==> src/rtl/kd_internal_node_tree.sv <==
// rtl/kd_internal_node_tree.sv - 6-level KD-tree internal node store with two pipelined root-to-leaf query ports
// Each pipeline stage tracks the node offset within its level; after LEVELS decisions that offset is the leaf index.
module kd_internal_node_tree #(
  parameter int INTERNAL_WIDTH = 22,
  parameter int PATCH_WIDTH    = 55,
  parameter int ADDRESS_WIDTH  = 8,
  parameter int DATA_WIDTH     = 11,
  parameter int LEVELS         = 6
) (
  input  logic                      clk,
  input  logic                      rst_n,
  input  logic                      fsm_enable,
  input  logic                      sender_enable,
  input  logic [INTERNAL_WIDTH-1:0] sender_data,
  input  logic                      patch_en,
  input  logic [PATCH_WIDTH-1:0]    patch_in,
  input  logic                      patch_two_en,
  input  logic [PATCH_WIDTH-1:0]    patch_in_two,
  output logic [ADDRESS_WIDTH-1:0]  leaf_index,
  output logic [ADDRESS_WIDTH-1:0]  leaf_index_two,
  output logic                      receiver_en,
  output logic                      receiver_two_en
);

  localparam int NODES = (1 << LEVELS) - 1;
  localparam int NCOMP = PATCH_WIDTH / DATA_WIDTH;
  localparam logic [DATA_WIDTH-1:0] NCOMP_W = DATA_WIDTH'(NCOMP);

  logic [LEVELS-1:0] ptr;
  logic              load_fire;

  logic [1:0]                                       q_en;
  logic [1:0][PATCH_WIDTH-1:0]                      q_patch;
  logic [1:0][LEVELS:0]                             vld;
  logic [1:0][LEVELS-1:0][PATCH_WIDTH-1:0]          pat;
  logic [1:0][LEVELS:0][LEVELS-1:0]                 off;
  logic [1:0][LEVELS-1:0][INTERNAL_WIDTH-1:0]       node;
  logic [1:0][LEVELS-1:0]                           go_right;
  logic [1:0][ADDRESS_WIDTH-1:0]                    leaf_q;
  logic [1:0]                                       rcv_q;

  assign q_en    = {patch_two_en, patch_en};
  assign q_patch = {patch_in_two, patch_in};

  // Pointer parks at NODES so surplus words from the sender are dropped.
  assign load_fire = fsm_enable && sender_enable && (ptr != LEVELS'(NODES));

  always_ff @(posedge clk or posedge rst_n) begin
    if (rst_n) begin
      ptr <= '0;
    end else if (!fsm_enable) begin
      ptr <= '0;
    end else if (load_fire) begin
      ptr <= ptr + 1'b1;
    end
  end

  for (genvar l = 0; l < LEVELS; l++) begin : g_level
    if (l == 0) begin : g_root
      logic [INTERNAL_WIDTH-1:0] root;

      always_ff @(posedge clk or posedge rst_n) begin
        if (rst_n) begin
          root <= '0;
        end else if (load_fire && (ptr == '0)) begin
          root <= sender_data;
        end
      end

      assign node[0][0] = root;
      assign node[1][0] = root;
    end else begin : g_bank
      localparam int SIZE = 1 << l;
      localparam logic [LEVELS-1:0] BASE_P = LEVELS'(SIZE - 1);
      localparam logic [LEVELS-1:0] END_P  = LEVELS'(2 * SIZE - 1);

      logic [INTERNAL_WIDTH-1:0] bank [SIZE];
      logic [l-1:0]              woff;
      logic                      hit;

      assign hit  = (ptr >= BASE_P) && (ptr < END_P);
      assign woff = ptr[l-1:0] - BASE_P[l-1:0];

      always_ff @(posedge clk or posedge rst_n) begin
        if (rst_n) begin
          for (int i = 0; i < SIZE; i++) begin
            bank[i] <= '0;
          end
        end else if (load_fire && hit) begin
          bank[woff] <= sender_data;
        end
      end

      assign node[0][l] = bank[off[0][l][l-1:0]];
      assign node[1][l] = bank[off[1][l][l-1:0]];
    end
  end

  // Out-of-range dimension selectors fall back to component 0.
  always_comb begin
    logic [DATA_WIDTH-1:0] dim;
    logic [DATA_WIDTH-1:0] cmp;
    logic [DATA_WIDTH-1:0] med;
    int                    sel;
    go_right = '0;
    dim      = '0;
    cmp      = '0;
    med      = '0;
    sel      = 0;
    for (int p = 0; p < 2; p++) begin
      for (int s = 0; s < LEVELS; s++) begin
        dim = node[p][s][DATA_WIDTH-1:0];
        med = node[p][s][INTERNAL_WIDTH-1:DATA_WIDTH];
        sel = (dim < NCOMP_W) ? int'(dim) : 0;
        cmp = pat[p][s][DATA_WIDTH-1:0];
        for (int c = 0; c < NCOMP; c++) begin
          if (sel == c) begin
            cmp = pat[p][s][c*DATA_WIDTH +: DATA_WIDTH];
          end
        end
        go_right[p][s] = ($signed(cmp) >= $signed(med));
      end
    end
  end

  always_ff @(posedge clk or posedge rst_n) begin
    if (rst_n) begin
      vld    <= '0;
      pat    <= '0;
      off    <= '0;
      leaf_q <= '0;
      rcv_q  <= '0;
    end else begin
      for (int p = 0; p < 2; p++) begin
        vld[p]    <= {vld[p][LEVELS-1:0], q_en[p]};
        pat[p][0] <= q_patch[p];
        off[p][0] <= '0;
        for (int s = 0; s < LEVELS - 1; s++) begin
          pat[p][s+1] <= pat[p][s];
        end
        for (int s = 0; s < LEVELS; s++) begin
          off[p][s+1] <= (off[p][s] << 1) | LEVELS'(go_right[p][s]);
        end
        rcv_q[p] <= vld[p][LEVELS];
        if (vld[p][LEVELS]) begin
          leaf_q[p] <= ADDRESS_WIDTH'(off[p][LEVELS]);
        end
      end
    end
  end

  assign leaf_index      = leaf_q[0];
  assign leaf_index_two  = leaf_q[1];
  assign receiver_en     = rcv_q[0];
  assign receiver_two_en = rcv_q[1];

endmodule

==> config.mk <==
export PLATFORM = sky130hd
export DESIGN_NAME = kd_internal_node_tree
export DESIGN_NICKNAME = d
export VERILOG_FILES = /design/src/rtl/kd_internal_node_tree.sv
export SDC_FILE = /design/constraint.sdc
export NUM_CORES = 2
export LEC_CHECK = 0
export CAP_MARGIN = 20
export CORE_ASPECT_RATIO = 1.1
export CORE_MARGIN = 2
export CORE_UTILIZATION = 68
export CTS_BUF_LIST = sky130_fd_sc_hd__clkbuf_2 sky130_fd_sc_hd__clkbuf_4 sky130_fd_sc_hd__clkbuf_8
export DETAILED_ROUTE_END_ITERATION = 10
export HOLD_SLACK_MARGIN = 0.05
export PLACE_DENSITY = 0.86
export SYNTH_ARGS = -nofsm -noshare
export SYNTH_HDL_FRONTEND = slang
export SYNTH_SLANG_ARGS = --single-unit
==> constraint.sdc <==
create_clock -name clk -period 115.3 [get_ports clk]
set_input_delay 17.295 -clock clk [delete_from_list [all_inputs] [get_ports clk]]
set_output_delay 17.295 -clock clk [all_outputs]
set_load 0.005 [all_outputs]
==> impl_metrics.json <==
{
  "initial_core_util_pct": 68.7,
  "placementRows": 144,
  "rr_worst_depth": 22,
  "cts_buffers": 340,
  "tns_ns": 0,
  "critPathMaxStageDelay_ns": 0.85,
  "whs_path_depth": 0,
  "ant_nets": 0,
  "clk_latency_ns": 1.08,
  "r2r_slack_ns": 107.81,
  "fin_crit_sh_pct": 19.3,
  "p_total_mw": 1.76,
  "drive_above_1_share_pct": 40.5,
  "drc": 0,
  "clockBufferDepth": 4,
  "grt_pass1_vias": 64100,
  "min-delay-start": "pat[35]",
  "yosys_warnings": 0,
  "die-area_um2": 145000,
  "synth_top_area_share_pct": 55.1,
  "io_buffers": 151,
  "place.gp.congestion": 0.934,
  "cp.required_ns": 116.32,
  "rr_endpoint": "off[36]",
  "overflow": 0,
  "path_cells": "clkdlybuf4s50_1 -> inv_8 -> buf_4 -> buf_4 -> buf_4 -> buf_4 -> buf_4 -> buf_4",
  "cp_common_cell": "buf_4",
  "ir_worst_vdd_mv": 0.0175,
  "setup_viol": 0,
  "fp.dieW_um": 363,
  "syn_area_per_cell_um2": 14.7,
  "cp-end-kind": "async pin",
  "drv_cap": 0,
  "via_per_inst": 6.89,
  "syn_inst": 6570,
  "max_freq_mhz": 44.8,
  "syn_area_um2": 96400,
  "clkSlewWorstSetupHoldPaths_ns": 0.06,
  "hold_viol_final": 0,
  "ys_types": 74,
  "cts_setup_buffers": 0,
  "grt_util_all_layers_pct": 36.0,
  "place_area_um2": 99500,
  "ys_ff_latch": 2122,
  "multi_input_area_um2": 40900,
  "async_flop_share_pct": 100,
  "power_leakage_nw": 50.5,
  "cts-hold-fix-buffers": 0,
  "fillerInstances": 7699,
  "ios": 156,
  "synth_top_area_cell": "dfrtp_1",
  "min_to": "pat[90]",
  "first_pass_iters": 8,
  "wl_um": 255000,
  "grt_pass1_wl_um": 388000,
  "regArea_um2": 53100,
  "drtIter0Drc": 6376,
  "synth_area_leaders": "dfrtp_1 55%, mux2_2 17%, mux4_2 13%",
  "tritoncts": "built",
  "synthFlopType": "dfrtp_1",
  "slew-limit-headroom_pct": 22.6,
  "synth-seq-area-share_pct": 55.1,
  "setup.worst_path.start_class": "primary input",
  "cts_sinks": 2122,
  "cts.htree.levels": 5,
  "arrival_ns": 23.33,
  "area.growth.synth_to_final_pct": 10.7,
  "vias": 60400,
  "outcome": "finished, final reports clean",
  "dp_hpwl_um": 159000,
  "yosysMostFrequentCell": "dfrtp_1",
  "fin_util_pct": 76.0,
  "worstReg2RegStart": "off[30]",
  "wl_per_cell_um": 29.1,
  "synth_edf_count": 0,
  "synth_commonest_cells": "2122 x dfrtp_1, 1425 x mux2_2, 547 x mux4_2, 297 x clkbuf_1, 250 x mux2i_1",
  "cts_resized": 0,
  "critical_path_class": "primary input to async pin",
  "power.density_nw_per_um2": 16.5,
  "crit_slowest_cell": "buf_4",
  "worst_pin_slew_ns": 1.16,
  "grt_max_degree": 204,
  "fin_skew_ns": 0.0729,
  "antenna_found_initial": 9,
  "rsz0062_at_grt": "false",
  "hold_class": "register to register",
  "root_buffer": "clkbuf_8",
  "die_y_um": 399,
  "final-max-slew-violation-count": 0,
  "design_area_um2": 107000,
  "finalNetCount": 6976,
  "post-route-min-period_ns": 22.31,
  "cp_max_fo": 117,
  "core_area_um2": 140000
}
==> logic make-up after synthesis <==
family                     count (synthesis)  share of synthesized area, %
muxes                                   2222                          32.0
DFF                                     2122                          55.1
other                                      1                       0.00389
AOI/OAI and AO/OA                        592                          4.07
adders and majority gates                138                          1.79
xor gates and xnor gates                  10                        0.0908
buffers and inverters                    643                          2.63
and+or+nand+nor                          842                          4.31
==> worst max-delay path, delay by kind of cell <==
kind | cells | cell delay [ns]
buffers and inverters | 8 | 5.83
==> sequential cells by signal, summed over array words and instances, names as in the netlist <==
register and count:
g_level.g_bank.bank 1364, pat 660, off 42, g_level.g_root.root 22
vld 14, leaf_index 6, leaf_index_two 6, ptr 6
rcv_q 2
==> how the worst max path moves through the flow <==
stage | slack (ns) | endpoint | start
detailed placement | 91.69 | g_level[5].g_bank.bank[595] | rst_n
finish | 92.99 | leaf_index_two[4] | rst_n
global route | 92.04 | vld[9] | rst_n
CTS | 92.77 | leaf_index_two[4] | rst_n
floorplan | 38.06 | g_level[0].g_root.root[0] | rst_n
global placement | 91.89 | g_level[5].g_bank.bank[618] | rst_n
==> metal layers <==
metal	part of all wire [%]	GRT usage [%]	vias up
met2	48	57.4	3007
met5	0.0098	0	-
met4	6.5	21.9	4
li1	-	-	24800
met3	8.7	7.78	766
met1	36	45.9	31800
==> through the flow <==
stage               hold slack, ns  worst slack, ns  instances
finish                       0.315            92.99       8764
global route                 0.327            92.04       8760
CTS                          0.310            92.77       8752
detailed placement           0.335            91.69       8176
global placement             0.332            91.89       8174
floorplan                    0.331            38.06       6573
==> layout by cell type (no fill, tap or decap), types with 14 or more instances in the layout <==
master           netlist  final
dfrtp_1             2122   2109
mux2_2              1425   1425
mux4_2               547    547
clkbuf_8               0    428
mux2i_1              250    248
nand2_1              235    225
nor2_1               191    182
buf_4                 15    153
ha_1                 138    138
a21oi_1              136    136
clkdlybuf4s50_1        0    129
o21ai_0              128    125
inv_1                106    104
clkbuf_4               0    103
nor4_1               102    100
nor3_1                76     76
a211oi_1              71     69
nor2b_1               59     59
o21a_1                47     47
nand4_1               36     36
a221o_1               32     32
clkinv_2               0     32
nand3_1               35     29
nand2b_1              22     22
a31oi_1               22     22
buf_2                 44     22
a22o_1                20     20
and2_1                16     16
o22ai_1               16     16
a21o_1                16     16
o221ai_1              15     15
o21ai_1               12     14
==> where the power goes <==
part | switching, mW | total, mW | internal, mW | leakage (nW)
registers | 0.0295 | 0.805 | 0.775 | 27.8
clock network | 0.294 | 0.670 | 0.376 | 3.76
logic | 0.178 | 0.289 | 0.110 | 19.0
==> final cells by class <==
cell class / instances / share of cell area, %
repair buffers: 318 / 2.70
clock inverters: 45 / 0.349
inverters: 110 / 0.394
clock buffers: 531 / 6.24
well taps: 1825 / 2.14
multi-input cells: 3808 / 38.4
diodes: 5 / 0.0117
flip-flops and latches: 2122 / 49.8
(Power assumes the default switching activity.)
